`config.mk`:
```
export PLATFORM = sky130hd
export DESIGN_NAME = id_alu_issue_stage
export DESIGN_NICKNAME = d
export VERILOG_FILES = /design/src/rtl/alu_issue_pkg.sv /design/src/rtl/alu_issue_decode.sv /design/src/rtl/id_alu_issue_stage.sv
export SDC_FILE = /design/constraint.sdc
export NUM_CORES = 1
export LEC_CHECK = 0
export ABC_CLOCK_PERIOD_IN_PS = 2600
export BUFFER_PORTS_ARGS = -buffer_cell sky130_fd_sc_hd__buf_4
export CORE_MARGIN = 5
export CORE_UTILIZATION = 53
export DETAILED_ROUTE_END_ITERATION = 8
export GPL_TIMING_DRIVEN = 0
export PLACE_DENSITY = 0.93
export SLEW_MARGIN = 20
export SYNTH_ARGS = -nofsm -noshare
export SYNTH_HDL_FRONTEND = slang
export SYNTH_SLANG_ARGS = --single-unit
```
`constraint.sdc`:
```
create_clock -name clk -period 2.6 [get_ports clk]
set_input_delay 0.26 -clock clk [delete_from_list [all_inputs] [get_ports clk]]
set_output_delay 0.26 -clock clk [all_outputs]
set_load 0.05 [all_outputs]
```
`src/rtl/alu_issue_pkg.sv`:
```
// Shared constants and the issue bundle for the decode/issue stage feeding the single-cycle ALU.
package alu_issue_pkg;

    // ALU function codes
    localparam logic [5:0] FN_ADD  = 6'b100000;
    localparam logic [5:0] FN_ADDU = 6'b100001;
    localparam logic [5:0] FN_SUB  = 6'b100010;
    localparam logic [5:0] FN_SUBU = 6'b100011;
    localparam logic [5:0] FN_AND  = 6'b100100;
    localparam logic [5:0] FN_OR   = 6'b100101;
    localparam logic [5:0] FN_XOR  = 6'b100110;
    localparam logic [5:0] FN_NOR  = 6'b100111;
    localparam logic [5:0] FN_SLT  = 6'b101010;
    localparam logic [5:0] FN_SLTU = 6'b101011;
    localparam logic [5:0] FN_SLL  = 6'b110000;
    localparam logic [5:0] FN_SRL  = 6'b110001;
    localparam logic [5:0] FN_SRA  = 6'b110011;
    localparam logic [5:0] FN_BLTZ = 6'b111000;
    localparam logic [5:0] FN_BGEZ = 6'b111001;
    localparam logic [5:0] FN_J    = 6'b111010;
    localparam logic [5:0] FN_JR   = 6'b111011;
    localparam logic [5:0] FN_BEQ  = 6'b111100;
    localparam logic [5:0] FN_BNE  = 6'b111101;
    localparam logic [5:0] FN_BLEZ = 6'b111110;
    localparam logic [5:0] FN_BGTZ = 6'b111111;

    // Opcodes
    localparam logic [5:0] OP_RTYPE  = 6'b000000;
    localparam logic [5:0] OP_REGIMM = 6'b000001;
    localparam logic [5:0] OP_J      = 6'b000010;
    localparam logic [5:0] OP_JAL    = 6'b000011;
    localparam logic [5:0] OP_BEQ    = 6'b000100;
    localparam logic [5:0] OP_BNE    = 6'b000101;
    localparam logic [5:0] OP_BLEZ   = 6'b000110;
    localparam logic [5:0] OP_BGTZ   = 6'b000111;
    localparam logic [5:0] OP_ADDI   = 6'b001000;
    localparam logic [5:0] OP_ADDIU  = 6'b001001;
    localparam logic [5:0] OP_SLTI   = 6'b001010;
    localparam logic [5:0] OP_SLTIU  = 6'b001011;
    localparam logic [5:0] OP_ANDI   = 6'b001100;
    localparam logic [5:0] OP_ORI    = 6'b001101;
    localparam logic [5:0] OP_XORI   = 6'b001110;
    localparam logic [5:0] OP_LUI    = 6'b001111;
    localparam logic [5:0] OP_LW     = 6'b100011;
    localparam logic [5:0] OP_SW     = 6'b101011;

    // R-type funct fields
    localparam logic [5:0] F_SLL  = 6'b000000;
    localparam logic [5:0] F_SRL  = 6'b000010;
    localparam logic [5:0] F_SRA  = 6'b000011;
    localparam logic [5:0] F_SLLV = 6'b000100;
    localparam logic [5:0] F_SRLV = 6'b000110;
    localparam logic [5:0] F_SRAV = 6'b000111;
    localparam logic [5:0] F_JR   = 6'b001000;
    localparam logic [5:0] F_JALR = 6'b001001;

    typedef struct packed {
        logic [5:0]  func;
        logic [31:0] a;
        logic [31:0] b;
        logic        upper;
        logic        reg_we;
        logic [4:0]  wr_addr;
        logic        link;
        logic [31:0] link_data;
        logic        mem_read;
        logic        mem_write;
        logic [31:0] store_data;
        logic        illegal;
    } issue_bundle_t;

endpackage

```
`src/rtl/alu_issue_decode.sv`:
```
// Combinational MIPS instruction decode into an ALU issue bundle.
module alu_issue_decode
    import alu_issue_pkg::*;
#(
    parameter logic [4:0] LINK_REG     = 5'd31,
    parameter logic [5:0] ILLEGAL_FUNC = 6'b000000
) (
    input  logic [31:0]   instr,
    input  logic [31:0]   pc_plus4,
    input  logic [31:0]   rs_data,
    input  logic [31:0]   rt_data,
    output issue_bundle_t bundle
);

    logic [5:0]  op, funct;
    logic [4:0]  rt, rd, shamt;
    logic [31:0] simm, zimm;
    issue_bundle_t bnd;
    logic        legal;
    logic        we;

    assign op    = instr[31:26];
    assign funct = instr[5:0];
    assign rt    = instr[20:16];
    assign rd    = instr[15:11];
    assign shamt = instr[10:6];
    assign simm  = {{16{instr[15]}}, instr[15:0]};
    assign zimm  = {16'h0000, instr[15:0]};

    always_comb begin
        bnd   = '0;
        legal = 1'b1;
        we    = 1'b0;
        unique case (op)
            OP_RTYPE: begin
                case (funct)
                    FN_ADD, FN_ADDU, FN_SUB, FN_SUBU, FN_AND, FN_OR, FN_XOR, FN_NOR,
                    FN_SLT, FN_SLTU: begin
                        bnd.func = funct; bnd.a = rs_data; bnd.b = rt_data;
                        bnd.wr_addr = rd; we = 1'b1;
                    end
                    F_SLL, F_SRL, F_SRA: begin
                        bnd.func = (funct == F_SLL) ? FN_SLL : (funct == F_SRL) ? FN_SRL : FN_SRA;
                        bnd.a = {27'd0, shamt}; bnd.b = rt_data;
                        bnd.wr_addr = rd; we = 1'b1;
                    end
                    F_SLLV, F_SRLV, F_SRAV: begin
                        bnd.func = (funct == F_SLLV) ? FN_SLL : (funct == F_SRLV) ? FN_SRL : FN_SRA;
                        bnd.a = rs_data; bnd.b = rt_data;
                        bnd.wr_addr = rd; we = 1'b1;
                    end
                    F_JR: begin
                        bnd.func = FN_JR; bnd.a = rs_data;
                    end
                    F_JALR: begin
                        bnd.func = FN_JR; bnd.a = rs_data;
                        bnd.link = 1'b1; bnd.link_data = pc_plus4;
                        bnd.wr_addr = rd; we = 1'b1;
                    end
                    default: legal = 1'b0;
                endcase
            end
            OP_REGIMM: begin
                bnd.a = rs_data; bnd.b = rt_data;
                if (rt == 5'd0)      bnd.func = FN_BLTZ;
                else if (rt == 5'd1) bnd.func = FN_BGEZ;
                else                 legal = 1'b0;
            end
            OP_J, OP_JAL: begin
                bnd.func = FN_J;
                bnd.a    = {pc_plus4[31:28], instr[25:0], 2'b00};
                if (op == OP_JAL) begin
                    bnd.link = 1'b1; bnd.link_data = pc_plus4;
                    bnd.wr_addr = LINK_REG; we = 1'b1;
                end
            end
            OP_BEQ, OP_BNE, OP_BLEZ, OP_BGTZ: begin
                bnd.func = {4'b1111, op[1:0]};
                bnd.a = rs_data; bnd.b = rt_data;
            end
            OP_ADDI, OP_ADDIU, OP_SLTI, OP_SLTIU: begin
                bnd.func = (op == OP_ADDI) ? FN_ADD : (op == OP_ADDIU) ? FN_ADDU :
                           (op == OP_SLTI) ? FN_SLT : FN_SLTU;
                bnd.a = rs_data; bnd.b = simm;
                bnd.wr_addr = rt; we = 1'b1;
            end
            OP_ANDI, OP_ORI, OP_XORI: begin
                bnd.func = (op == OP_ANDI) ? FN_AND : (op == OP_ORI) ? FN_OR : FN_XOR;
                bnd.a = rs_data; bnd.b = zimm;
                bnd.wr_addr = rt; we = 1'b1;
            end
            OP_LUI: begin
                bnd.func = FN_ADD; bnd.b = zimm; bnd.upper = 1'b1;
                bnd.wr_addr = rt; we = 1'b1;
            end
            OP_LW: begin
                bnd.func = FN_ADD; bnd.a = rs_data; bnd.b = simm;
                bnd.mem_read = 1'b1; bnd.wr_addr = rt; we = 1'b1;
            end
            OP_SW: begin
                bnd.func = FN_ADD; bnd.a = rs_data; bnd.b = simm;
                bnd.mem_write = 1'b1; bnd.store_data = rt_data;
            end
            default: legal = 1'b0;
        endcase

        // Undecodable words still issue, with everything but the flag and func code zeroed.
        if (!legal) begin
            bnd         = '0;
            bnd.func    = ILLEGAL_FUNC;
            bnd.illegal = 1'b1;
            we          = 1'b0;
        end
        bnd.reg_we = we & (bnd.wr_addr != 5'd0);
        bundle     = bnd;
    end

endmodule

```
`src/rtl/id_alu_issue_stage.sv`:
```
// Decode/issue stage: one-entry output register with valid/ready handshake and branch flush.
module id_alu_issue_stage
    import alu_issue_pkg::*;
#(
    parameter logic [4:0] LINK_REG     = 5'd31,
    parameter logic [5:0] ILLEGAL_FUNC = 6'b000000
) (
    input  logic        clk,
    input  logic        reset,
    input  logic        in_valid,
    output logic        in_ready,
    input  logic [31:0] in_instr,
    input  logic [31:0] in_pc_plus4,
    input  logic [31:0] in_rs_data,
    input  logic [31:0] in_rt_data,
    input  logic        flush,
    output logic        out_valid,
    input  logic        out_ready,
    output logic [5:0]  out_func,
    output logic [31:0] out_a,
    output logic [31:0] out_b,
    output logic        out_upper,
    output logic        out_reg_we,
    output logic [4:0]  out_wr_addr,
    output logic        out_link,
    output logic [31:0] out_link_data,
    output logic        out_mem_read,
    output logic        out_mem_write,
    output logic [31:0] out_store_data,
    output logic        out_illegal
);

    issue_bundle_t dec, bnd_q;
    logic          vld_q;
    logic          take;

    alu_issue_decode #(
        .LINK_REG    (LINK_REG),
        .ILLEGAL_FUNC(ILLEGAL_FUNC)
    ) u_decode (
        .instr   (in_instr),
        .pc_plus4(in_pc_plus4),
        .rs_data (in_rs_data),
        .rt_data (in_rt_data),
        .bundle  (dec)
    );

    assign in_ready = ~flush & (~vld_q | out_ready);
    assign take     = in_valid & in_ready;

    // Flush only drops valid; the stale bundle is left in place since nothing consumes it.
    always_ff @(posedge clk) begin
        if (reset) begin
            vld_q <= 1'b0;
            bnd_q <= '0;
        end else if (flush) begin
            vld_q <= 1'b0;
        end else if (take) begin
            vld_q <= 1'b1;
            bnd_q <= dec;
        end else if (out_ready) begin
            vld_q <= 1'b0;
        end
    end

    assign out_valid      = vld_q;
    assign out_func       = bnd_q.func;
    assign out_a          = bnd_q.a;
    assign out_b          = bnd_q.b;
    assign out_upper      = bnd_q.upper;
    assign out_reg_we     = bnd_q.reg_we;
    assign out_wr_addr    = bnd_q.wr_addr;
    assign out_link       = bnd_q.link;
    assign out_link_data  = bnd_q.link_data;
    assign out_mem_read   = bnd_q.mem_read;
    assign out_mem_write  = bnd_q.mem_write;
    assign out_store_data = bnd_q.store_data;
    assign out_illegal    = bnd_q.illegal;

endmodule

```
==> impl_metrics.toml, run 1 <==
[yosys]
synthCells = 864
synth_cell_types = 63
synth_seq_cells = 146
yosysWarningCount = 0
synthesis.area_mm2 = 0.00736
ys_seq_area_share_pct = 39.7
postSynthAreaPerCell_um2 = 8.52
ys.flop_type = "dfxtp_1"
synthTopCellsByArea = "dfxtp_1 (40%), a21oi_1 (9.8%), a22o_1 (8.9%)"
async_flop_share_pct = 0
synth.largest_area_cell = "dfxtp_1"
synth_nets = 997
yosys.area.top_type_share_pct = 39.7
synth_edf_count = 0

[worst_setup_path]
worstPathRequired_ns = 2.93
crit_slowest_cell = "clkbuf_1"
cp-end-kind = "flip-flop"
critPathMaxStageDelay_ns = 0.46
crit_path_max_fanout = 16
startpoint_type = "flip-flop"
arrival_ns = 2.87
crit_type = "flip-flop to flip-flop"
worstPathCellList = "nor2b_2, o31a_1, buf_2, buf_2, clkbuf_1, a21oi_1, a211oi_1"
crit_top_cell = "buf_2"

[cts]
worstSkewPairLatency_ns = 0.43
cts_tree = "yes"
cts.path.max_buffers = 2
clkSlewWorstSetupHoldPaths_ns = 0.06
cts_buffers = 17
cts_hold_buffers = 0
root_buffer = "clkbuf_16"
h-tree-depth = 4
cts_sinks = 146

[sta]
rsz0062_at_grt = "false"
min_period_over_period_pct = 97.4
max_freq_mhz = 395
hold_violations = 0
slew_headroom_pct = 46.2
final-setup-viol-count = 0
hold_ws_ns = 0.0393
slew_violations = 0
finalCriticalPeriod_ns = 2.53
worst_pin_slew_ns = 0.807
final.setup.worst_slack_ns = 0.0667
skew_ns = 0.00476

[outcome]
status = "finished clean"

[global_route]
grt_pass1_vias = 8368
grt_usage_pct = 34.1
grt_pass1_wl_um = 44400
grt_max_degree = 17
grt_overflow = 0
antenna_found_initial = 0

[drt]
routedLengthMet1_um = 10500
route.met2.wl_um = 13700
avgViaCountPerCell = 6.42
wl_um = 28900
drcViolationCount = 0
vias = 8669
ant_nets = 0
drtPass1Iterations = 6
routedWlPerCell_um = 21.4
wl_met3_um = 3600
drtIter0Drc = 1257
highest_layer = "met4"

[floorplanning]
start_util_pct = 53.4
core.rowCount = 43
coreArea_mm2 = 0.0138
die_area_mm2 = 0.0163
die_h_um = 128
num_io_pins = 280
die_w_um = 128

[pwr]
totalPowerFinal_w = 0.00543
p_leak_nw = 4.28
vdd_drop_max_mv = 0.396
cellPowerDensity_mw_per_mm2 = 530

[placed_design]
place_congestion = 0.949
port_buffers = 276
hpwlAfterDp_um = 21500
place_ws_ns = -0.0205

[job]
drv_cap = 0

[cells_and_area]
fin_nets = 1291
antennaDiodeCount = 0
drive_gt1_share_pct = 31.7
syn_to_final_growth_pct = 39.3

[worst_hold_path]
hp-class = "primary input to flip-flop"
registers in the layout, indices dropped and copies added, names as in the netlist:
name and count:
out_upper 1, out_link_data 32, out_valid 1, out_reg_we 1
out_b 32, out_store_data 32, out_func 6, out_wr_addr 5
out_link 1, out_a 32, out_mem_write 1, out_illegal 1
out_mem_read 1
synthesized netlist by cell type, types with 4 or more instances:
master and number:
a211oi_1 24, a211oi_2 16, a21o_1 16, a21oi_1 144
a222oi_1 4, a22o_1 75, a22oi_1 44, a31oi_1 37
a32o_1 6, and2_1 5, buf_1 6, buf_2 30
buf_4 4, clkbuf_1 53, dfxtp_1 146, inv_1 35
nand2_1 44, nand3_1 31, nor2_1 23, nor2b_1 12
o211ai_1 4, o21ai_0 11, o21ai_1 5, o31ai_1 4
o41ai_1 28, or3_1 6
routing by layer:
layer / GRT usage, % / vias to the layer above
met4: 15.0 / 0
met3: 10.5 / 80
met2: 57.0 / 605
met1: 40.3 / 4074
li1: - / 3910
met5: 0 / -
repair_timing:
action,4_1_cts,5_1_grt
hold endpoints to repair,0,0
setup endpoints to repair,6,43
resized for setup,0,4
buffers inserted,0,0
metrics by stage:
step,area (um^2),utilization [%],cells,TNS [ns]
final,10300,74.4,1350,0
after global routing,10300,74.4,1350,0
after CTS,10200,74.3,1350,0
after detailed placement,9660,70.1,1320,-0.154
after global placement,9660,70.1,1320,0
after floorplan,7360,-,864,0
cells by family after synthesis:
logic type | synth area share (%)
and+or+nand+nor | 10.6
AOI/OAI and AO/OA | 42.1
xor gates and xnor gates | 0.119
buffers and inverters | 7.39
DFF | 39.7
report_power, final:
part	switching (W)	internal, W
logic	0.000475	0.000264
registers	0.00000785	0.00225
clock network	0.000980	0.00146
total	0.00146	0.00397
worst max-delay path: cells and delay by family, from the launching register on:
family | cells | cell delay (ns)
buffers and inverters | 3 | 1.24
DFF | 1 | 0.33
AOI/OAI and AO/OA | 3 | 0.58
and+or+nand+nor | 1 | 0.29
cell usage in the layout (no fill, tap or decap), types with 4 or more instances in the layout:
cell type / netlist / final
buf_2: 30 / 30
a22oi_1: 44 / 44
buf_4: 4 / 280
dfxtp_1: 146 / 146
a21oi_1: 144 / 144
or3_1: 6 / 6
a22o_1: 75 / 75
inv_1: 35 / 35
o211ai_1: 4 / 4
clkbuf_1: 53 / 52
a211oi_1: 24 / 24
nor2_1: 23 / 23
clkbuf_16: 0 / 17
o21ai_0: 11 / 11
nand3_1: 31 / 31
a32o_1: 6 / 6
a31oi_1: 37 / 37
and2_1: 5 / 5
nor2b_1: 12 / 11
o31ai_1: 4 / 4
o41ai_1: 28 / 28
buf_1: 6 / 4
a211oi_2: 16 / 16
a21o_1: 16 / 16
o21ai_1: 5 / 5
nand2_1: 44 / 44
a222oi_1: 4 / 4
worst paths after layout:
| path | start | endpoint | slack (ns) | depth (start not counted) |
|---|---|---|---|---|
| worst max-delay path | out_valid$_SDFFE_PP0P_ | out_b[19]$_SDFFE_PP0P_ | 0.07 | 7 |
| worst min-delay path | in_pc_plus4[13] | out_link_data[13]$_SDFFE_PP0P_ | 0.04 | 2 |
| worst max register to register | out_valid$_SDFFE_PP0P_ | out_b[19]$_SDFFE_PP0P_ | 0.07 | 7 |
| worst min register to register | out_illegal$_SDFFE_PP0P_ | out_illegal$_SDFFE_PP0P_ | 0.46 | 2 |
final cells by class:
type	count	area [um^2]
multi-input cells	587	3910
fillers	1021	3520
flip-flops and latches	146	2920
repair buffers	276	2070
clock buffers	19	453
plain buffers	92	400
well taps	180	225
inverters	38	143
clock inverters	12	133
Note: power is estimated with default switching activity, not from simulation.
==> inputs of run 2 (changes only) <==
--- a/config.mk
+++ b/config.mk
@@ -9,6 +9,7 @@
 export BUFFER_PORTS_ARGS = -buffer_cell sky130_fd_sc_hd__buf_4
 export CORE_MARGIN = 5
 export CORE_UTILIZATION = 53
+export CTS_BUF_LIST = sky130_fd_sc_hd__clkbuf_16
 export DETAILED_ROUTE_END_ITERATION = 8
 export GPL_TIMING_DRIVEN = 0
 export PLACE_DENSITY = 0.93
==> impl_metrics.toml, run 2 (synthesis gave the netlist of run 1 again) <==
[pwr]
vdd_drop_max_mv = 0.392
sequentialPowerShare_pct = 42.1
p_int_w = 0.00391
cellPowerDensity_mw_per_mm2 = 524
power_switching_w = 0.00145
p_sw_share_pct = 27.0
comb_power_share_pct = 13.7
clkPwrFrac_pct = 44.2
p_leak_nw = 4.28

[floorplanning]
coreArea_mm2 = 0.0138
core.rowCount = 43
die_area_mm2 = 0.0163
die_h_um = 128
num_io_pins = 280
start_util_pct = 53.4
die_w_um = 128

[worst_setup_path]
crit_top_cell = "buf_2"
worstPathCellList = "nor2b_2, o31a_1, buf_2, buf_2, clkbuf_1, a21oi_1, a211oi_2"
worst-path-stages = 7
timing.critical_path.max_delay_family = "buffers and inverters"
r2r_end = "out_b[18]$_SDFFE_PP0P_"
crit_slowest_cell = "clkbuf_1"
crit_path_max_fanout = 16
worstSetupStartpoint = "out_valid$_SDFFE_PP0P_"
critPathMaxStageDelay_ns = 0.43
crit_type = "flip-flop to flip-flop"
cp-end-kind = "flip-flop"
r2r-start = "out_valid$_SDFFE_PP0P_"
worstPathRequired_ns = 2.94
startpoint_type = "flip-flop"
reg2reg_slack_ns = 0.14
critical_path_buf_inv_count = 3
crit_end = "out_b[18]$_SDFFE_PP0P_"
arrival_ns = 2.81
r2r_cells = 7

[cts]
cts.path.max_buffers = 2
cts_tree = "yes"
cts_hold_buffers = 0
post_cts_buffers = 0
cts_sinks = 146
clkSlewWorstSetupHoldPaths_ns = 0.06
cts_resized = 0
h-tree-depth = 4
cts_buffers = 17
root_buffer = "clkbuf_16"
worstSkewPairLatency_ns = 0.43

[cells_and_area]
fin_util_pct = 74.3
antennaDiodeCount = 0
drive_gt1_share_pct = 31.6
layout_common_cells = "buf_4 (280), dfxtp_1 (146), a21oi_1 (144), a22o_1 (75), clkbuf_1 (51)"
stdcell_count = 1350
final_common_cell = "buf_4"
fill_cells = 1018
syn_to_final_growth_pct = 39.0
fin_nets = 1291

[drt]
wl_um = 28600
ant_nets = 0
drtPass1Iterations = 5
drcViolationCount = 0
drtIter0Drc = 1150
routedWlPerCell_um = 21.2
vias = 8684
avgViaCountPerCell = 6.43

[global_route]
grt_pass1_wl_um = 44000
antenna_found_initial = 0
grt_max_degree = 17
grt_pass1_vias = 8359
grt_overflow = 0
grt_usage_pct = 33.7

[job]
drv_cap = 0

[placed_design]
port_buffers = 276
hpwlAfterDp_um = 21500
place_ws_ns = -0.0205
placedCellCount = 1320
place_congestion = 0.949

[sta]
hold_violations = 0
final-setup-viol-count = 0
skew_ns = 0.00515
slew_headroom_pct = 46.3
min_period_over_period_pct = 94.8
hold_ws_ns = 0.0386
max_freq_mhz = 406
slew_violations = 0
fin_setup_tns_ns = 0
worst_pin_slew_ns = 0.806
finalCriticalPeriod_ns = 2.46
final.setup.worst_slack_ns = 0.135
rsz0062_at_grt = "false"

[worst_hold_path]
hp-class = "primary input to flip-flop"

[outcome]
status = "finished clean"
-- run 2: changes by cell type in the layout (fill, tap and decap cells not counted), sizes merged --
cell,delta
clkinv,+2
clkbuf,-2
-- run 2: layout make-up --
class | count | area [um^2] | share of cell area (%)
Tap cell | 180 | 225 | 2.20
Clock inverter | 14 | 140 | 1.37
Buffer | 92 | 402 | 3.92
Multi-Input combinational cell | 587 | 3910 | 38.2
Inverter | 38 | 143 | 1.39
Sequential cell | 146 | 2920 | 28.6
Clock buffer | 17 | 425 | 4.16
Timing Repair Buffer | 276 | 2070 | 20.2
-- run 2: how the worst min path moves through the flow --
stage | startpoint | to | slack [ns] | cells past startpoint
after floorplan | flush | out_valid$_SDFFE_PP0P_ | 0.34 | 1
after global placement | out_link$_SDFFE_PP0P_ | out_link$_SDFFE_PP0P_ | 0.45 | 2
after detailed placement | out_illegal$_SDFFE_PP0P_ | out_illegal$_SDFFE_PP0P_ | 0.46 | 2
after CTS | in_pc_plus4[13] | out_link_data[13]$_SDFFE_PP0P_ | 0.03 | 2
after global routing | in_pc_plus4[13] | out_link_data[13]$_SDFFE_PP0P_ | 0.04 | 2
final | in_pc_plus4[13] | out_link_data[13]$_SDFFE_PP0P_ | 0.04 | 2
-- run 2: worst reg2reg max path, cell delays in order, from the launching register on --
cell and delay, ns:
dfxtp_1 0.33, nor2b_2 0.29, o31a_1 0.22, buf_2 0.39
buf_2 0.39, clkbuf_1 0.43, a21oi_1 0.16, a211oi_2 0.17
-- run 2: power groups by stage --
| stage | logic, W | clock network (W) | registers [W] |
|---|---|---|---|
| 2_1_floorplan | 0.000328 | 0 | 0.00235 |
| 3_3_place_gp | 0.000701 | 0 | 0.00230 |
| 3_5_place_dp | 0.000711 | 0 | 0.00231 |
| 4_1_cts | 0.000715 | 0.00238 | 0.00226 |
| 5_1_grt | 0.000781 | 0.00248 | 0.00226 |
| 6_report | 0.000735 | 0.00237 | 0.00226 |
-- run 2: routing by layer --
layer / GRT usage [%] / part of all wire, %
met5: 0 / 0
met4: 15.7 / 3.7
met3: 10.8 / 12
met2: 55.6 / 48
met1: 40.0 / 36
-- run 2: stage by stage --
step           power, W  area, um^2
2_1_floorplan   0.00267        7360
3_3_place_gp    0.00301        9660
3_5_place_dp    0.00302        9660
4_1_cts         0.00535       10200
5_1_grt         0.00552       10200
6_report        0.00536       10200
==> inputs of run 3 (changes only) <==
--- a/config.mk
+++ b/config.mk
@@ -5,6 +5,7 @@
 export SDC_FILE = /design/constraint.sdc
 export NUM_CORES = 1
 export LEC_CHECK = 0
+export ABC_AREA = 1
 export ABC_CLOCK_PERIOD_IN_PS = 2600
 export BUFFER_PORTS_ARGS = -buffer_cell sky130_fd_sc_hd__buf_4
 export CORE_MARGIN = 5
@@ -12,7 +13,7 @@
 export CTS_BUF_LIST = sky130_fd_sc_hd__clkbuf_16
 export DETAILED_ROUTE_END_ITERATION = 8
 export GPL_TIMING_DRIVEN = 0
-export PLACE_DENSITY = 0.93
+export PLACE_DENSITY = 0.94
 export SLEW_MARGIN = 20
 export SYNTH_ARGS = -nofsm -noshare
 export SYNTH_HDL_FRONTEND = slang
==> impl_metrics.toml, run 3 <==
[worst_setup_path]
crit_top_cell = "a21oi_1"
cp-end-kind = "flip-flop"
worstPathCellList = "dlygate4sd3_1, buf_4, a21oi_1, nand2_1, clkinv_1, buf_2, clkbuf_1, o21ai_0, a21oi_1"
worstPathRequired_ns = 2.95
crit_type = "primary input to flip-flop"
startpoint_type = "primary input"
crit_slowest_cell = "dlygate4sd3_1"
crit_path_max_fanout = 10
reg2reg_slack_ns = 0.42
arrival_ns = 2.71
critical_path_buf_inv_count = 5
timing.critical_path.max_delay_family = "buffers and inverters"
critPathMaxStageDelay_ns = 0.55

[worst_hold_path]
hp-class = "primary input to flip-flop"

[job]
drv_cap = 0

[cells_and_area]
drive_gt1_share_pct = 30.8
syn_to_final_growth_pct = 39.3
register_area_mm2 = 0.00292
layout_common_cells = "nand2_1 (319), buf_4 (279), dfxtp_1 (146), nand3_1 (141), a21oi_1 (126)"
fill_cells = 1069
final_common_cell = "nand2_1"
antennaDiodeCount = 0
fin_nets = 1472
multi_input_area_mm2 = 0.00383
finalInstanceArea_mm2 = 0.0102

[yosys]
synth_cell_types = 35
yosysWarningCount = 0
synth_nets = 1174
postSynthAreaPerCell_um2 = 7.03
ys.flop_type = "dfxtp_1"
synth.largest_area_cell = "dfxtp_1"
synth_edf_count = 0
yosys.cell_count.top_type = "nand2_1"
synthCells = 1041
synth_top_family_by_area = "simple AND/OR/NAND/NOR gates"
synth_mux_area_share_pct = 0
synth.top_cells.by_count = "nand2_1 (319), dfxtp_1 (146), nand3_1 (141)"
synth-adder-area-share_pct = 0
synth_compound_area_share_pct = 16.3
yosys.area.top_type_share_pct = 40.0
synth_seq_cells = 146
synth_xor_area_share_pct = 0
synthSimpleGateAreaFrac_pct = 36.1
async_flop_share_pct = 0
synthesis.area_mm2 = 0.00732
ys_seq_area_share_pct = 40.0
synthTopCellsByArea = "dfxtp_1 (40%), nand2_1 (16%), nand3_1 (9.6%)"

[cts]
cts_buffers = 17
cts.path.max_buffers = 2
cts_resized = 0
cts_tree = "yes"
worstSkewPairLatency_ns = 0.43
clkSlewWorstSetupHoldPaths_ns = 0.06
h-tree-depth = 4
cts_sinks = 146
root_buffer = "clkbuf_16"

[pwr]
p_int_w = 0.00377
clkPwrFrac_pct = 43.5
sequentialPowerShare_pct = 42.2
vdd_drop_max_mv = 0.391
comb_power_share_pct = 14.3
cellPowerDensity_mw_per_mm2 = 525
p_leak_nw = 4.25
power_switching_w = 0.00158
p_sw_share_pct = 29.6
totalPowerFinal_w = 0.00535

[drt]
drcViolationCount = 0
routedWlPerCell_um = 18.0
drtPass1Iterations = 8
vias = 8724
drtIter0Drc = 796
ant_nets = 0
wl_um = 27600
avgViaCountPerCell = 5.69

[sta]
final-setup-viol-count = 0
hold_violations = 0
min_period_over_period_pct = 90.8
slew_violations = 0
max_freq_mhz = 424
finalCriticalPeriod_ns = 2.36
worst_pin_slew_ns = 0.824
rsz0062_at_grt = "false"
skew_ns = 0.00791
slew_headroom_pct = 45.1
fin_setup_tns_ns = 0

[global_route]
grt_overflow = 0
grt_usage_pct = 32.7
grt_max_degree = 17
grt_pass1_wl_um = 42300
antenna_found_initial = 0
grt_pass1_vias = 8269

[placed_design]
hpwlAfterDp_um = 20800
place_congestion = 0.932
postPlaceCellArea_mm2 = 0.00963
port_buffers = 278

[floorplanning]
die_area_mm2 = 0.0163
start_util_pct = 53.3
core.rowCount = 43
coreArea_mm2 = 0.0137
die_w_um = 127
num_io_pins = 280
die_h_um = 127

[outcome]
status = "finished clean"
==> run 3: changes by cell type in the layout (fill, tap and decap cells not counted), sizes merged, moves of 27 or more <==
cell,delta
o21ai,+49
a211oi,-40
a31oi,-37
nand3,+143
a22o,-75
o41ai,-27
nand2,+281
a22oi,-44
==> run 3: per-layer routing <==
| layer | vias up | global-route usage, % | part of all wire [%] |
|---|---|---|---|
| li1 | 4071 | - | - |
| met1 | 3965 | 39.0 | 37 |
| met2 | 550 | 52.9 | 46 |
| met3 | 138 | 9.07 | 11 |
| met4 | 0 | 18.9 | 6.5 |
| met5 | - | 0 | 0 |
==> run 3: kinds of logic (layout without fill, tap and decap cells) <==
logic type	count (synthesis)	in the layout
AND/OR/NAND/NOR	558	558
AO/OA/AOI/OAI	218	218
flip-flops	146	146
buffers and inverters	119	430
==> run 3: worst paths after layout <==
kind | cells past startpoint | startpoint | to
setup / recovery | 9 | flush | out_link_data[31]$_SDFFE_PP0P_
hold / removal | 3 | in_pc_plus4[5] | out_link_data[5]$_SDFFE_PP0P_
setup reg to reg | 7 | out_valid$_SDFFE_PP0P_ | out_link_data[31]$_SDFFE_PP0P_
hold reg to reg | 2 | out_link_data[23]$_SDFFE_PP0P_ | out_link_data[23]$_SDFFE_PP0P_
==> run 3: power by group through the flow <==
stage                     Combinational (W)  Sequential, W  Clock (W)
after floorplan                    0.000350        0.00236          0
after global placement             0.000729        0.00231          0
after detailed placement           0.000741        0.00231          0
after CTS                          0.000747        0.00226    0.00232
after global routing               0.000811        0.00226    0.00243
final                              0.000764        0.00226    0.00233
==> run 3: area by class of cell <==
cell class | count | share of cell area [%]
tap | 180 | 2.21
clock buffer | 17 | 4.17
inverter | 43 | 1.68
clock inverter | 15 | 1.25
multi-input combinational | 776 | 37.6
buffer | 76 | 3.84
timing repair buffer | 279 | 20.6
sequential | 146 | 28.7
==> run 3: worst min-delay path, stage by stage <==
cell and delay [ns]:
buf_4 0.11, nand3_2 0.06, a21oi_2 0.04
==> run 3: what timing repair did <==
action | 4_1_cts | 5_1_grt
setup buffers | 0 | 0
hold endpoints to repair | 0 | 1
hold buffers | 0 | 1
==> run 3: metrics by stage <==
stage	utilization, %	hold WS [ns]	std cells	worst slack (ns)
after global routing	74.3	0.0843	1532	0.164
final	74.3	0.0898	1532	0.240
after CTS	74.2	0.00229	1531	0.463
after detailed placement	70.2	0.450	1499	0.357
after floorplan	-	0.339	1041	0.0963
after global placement	70.2	0.436	1499	0.418
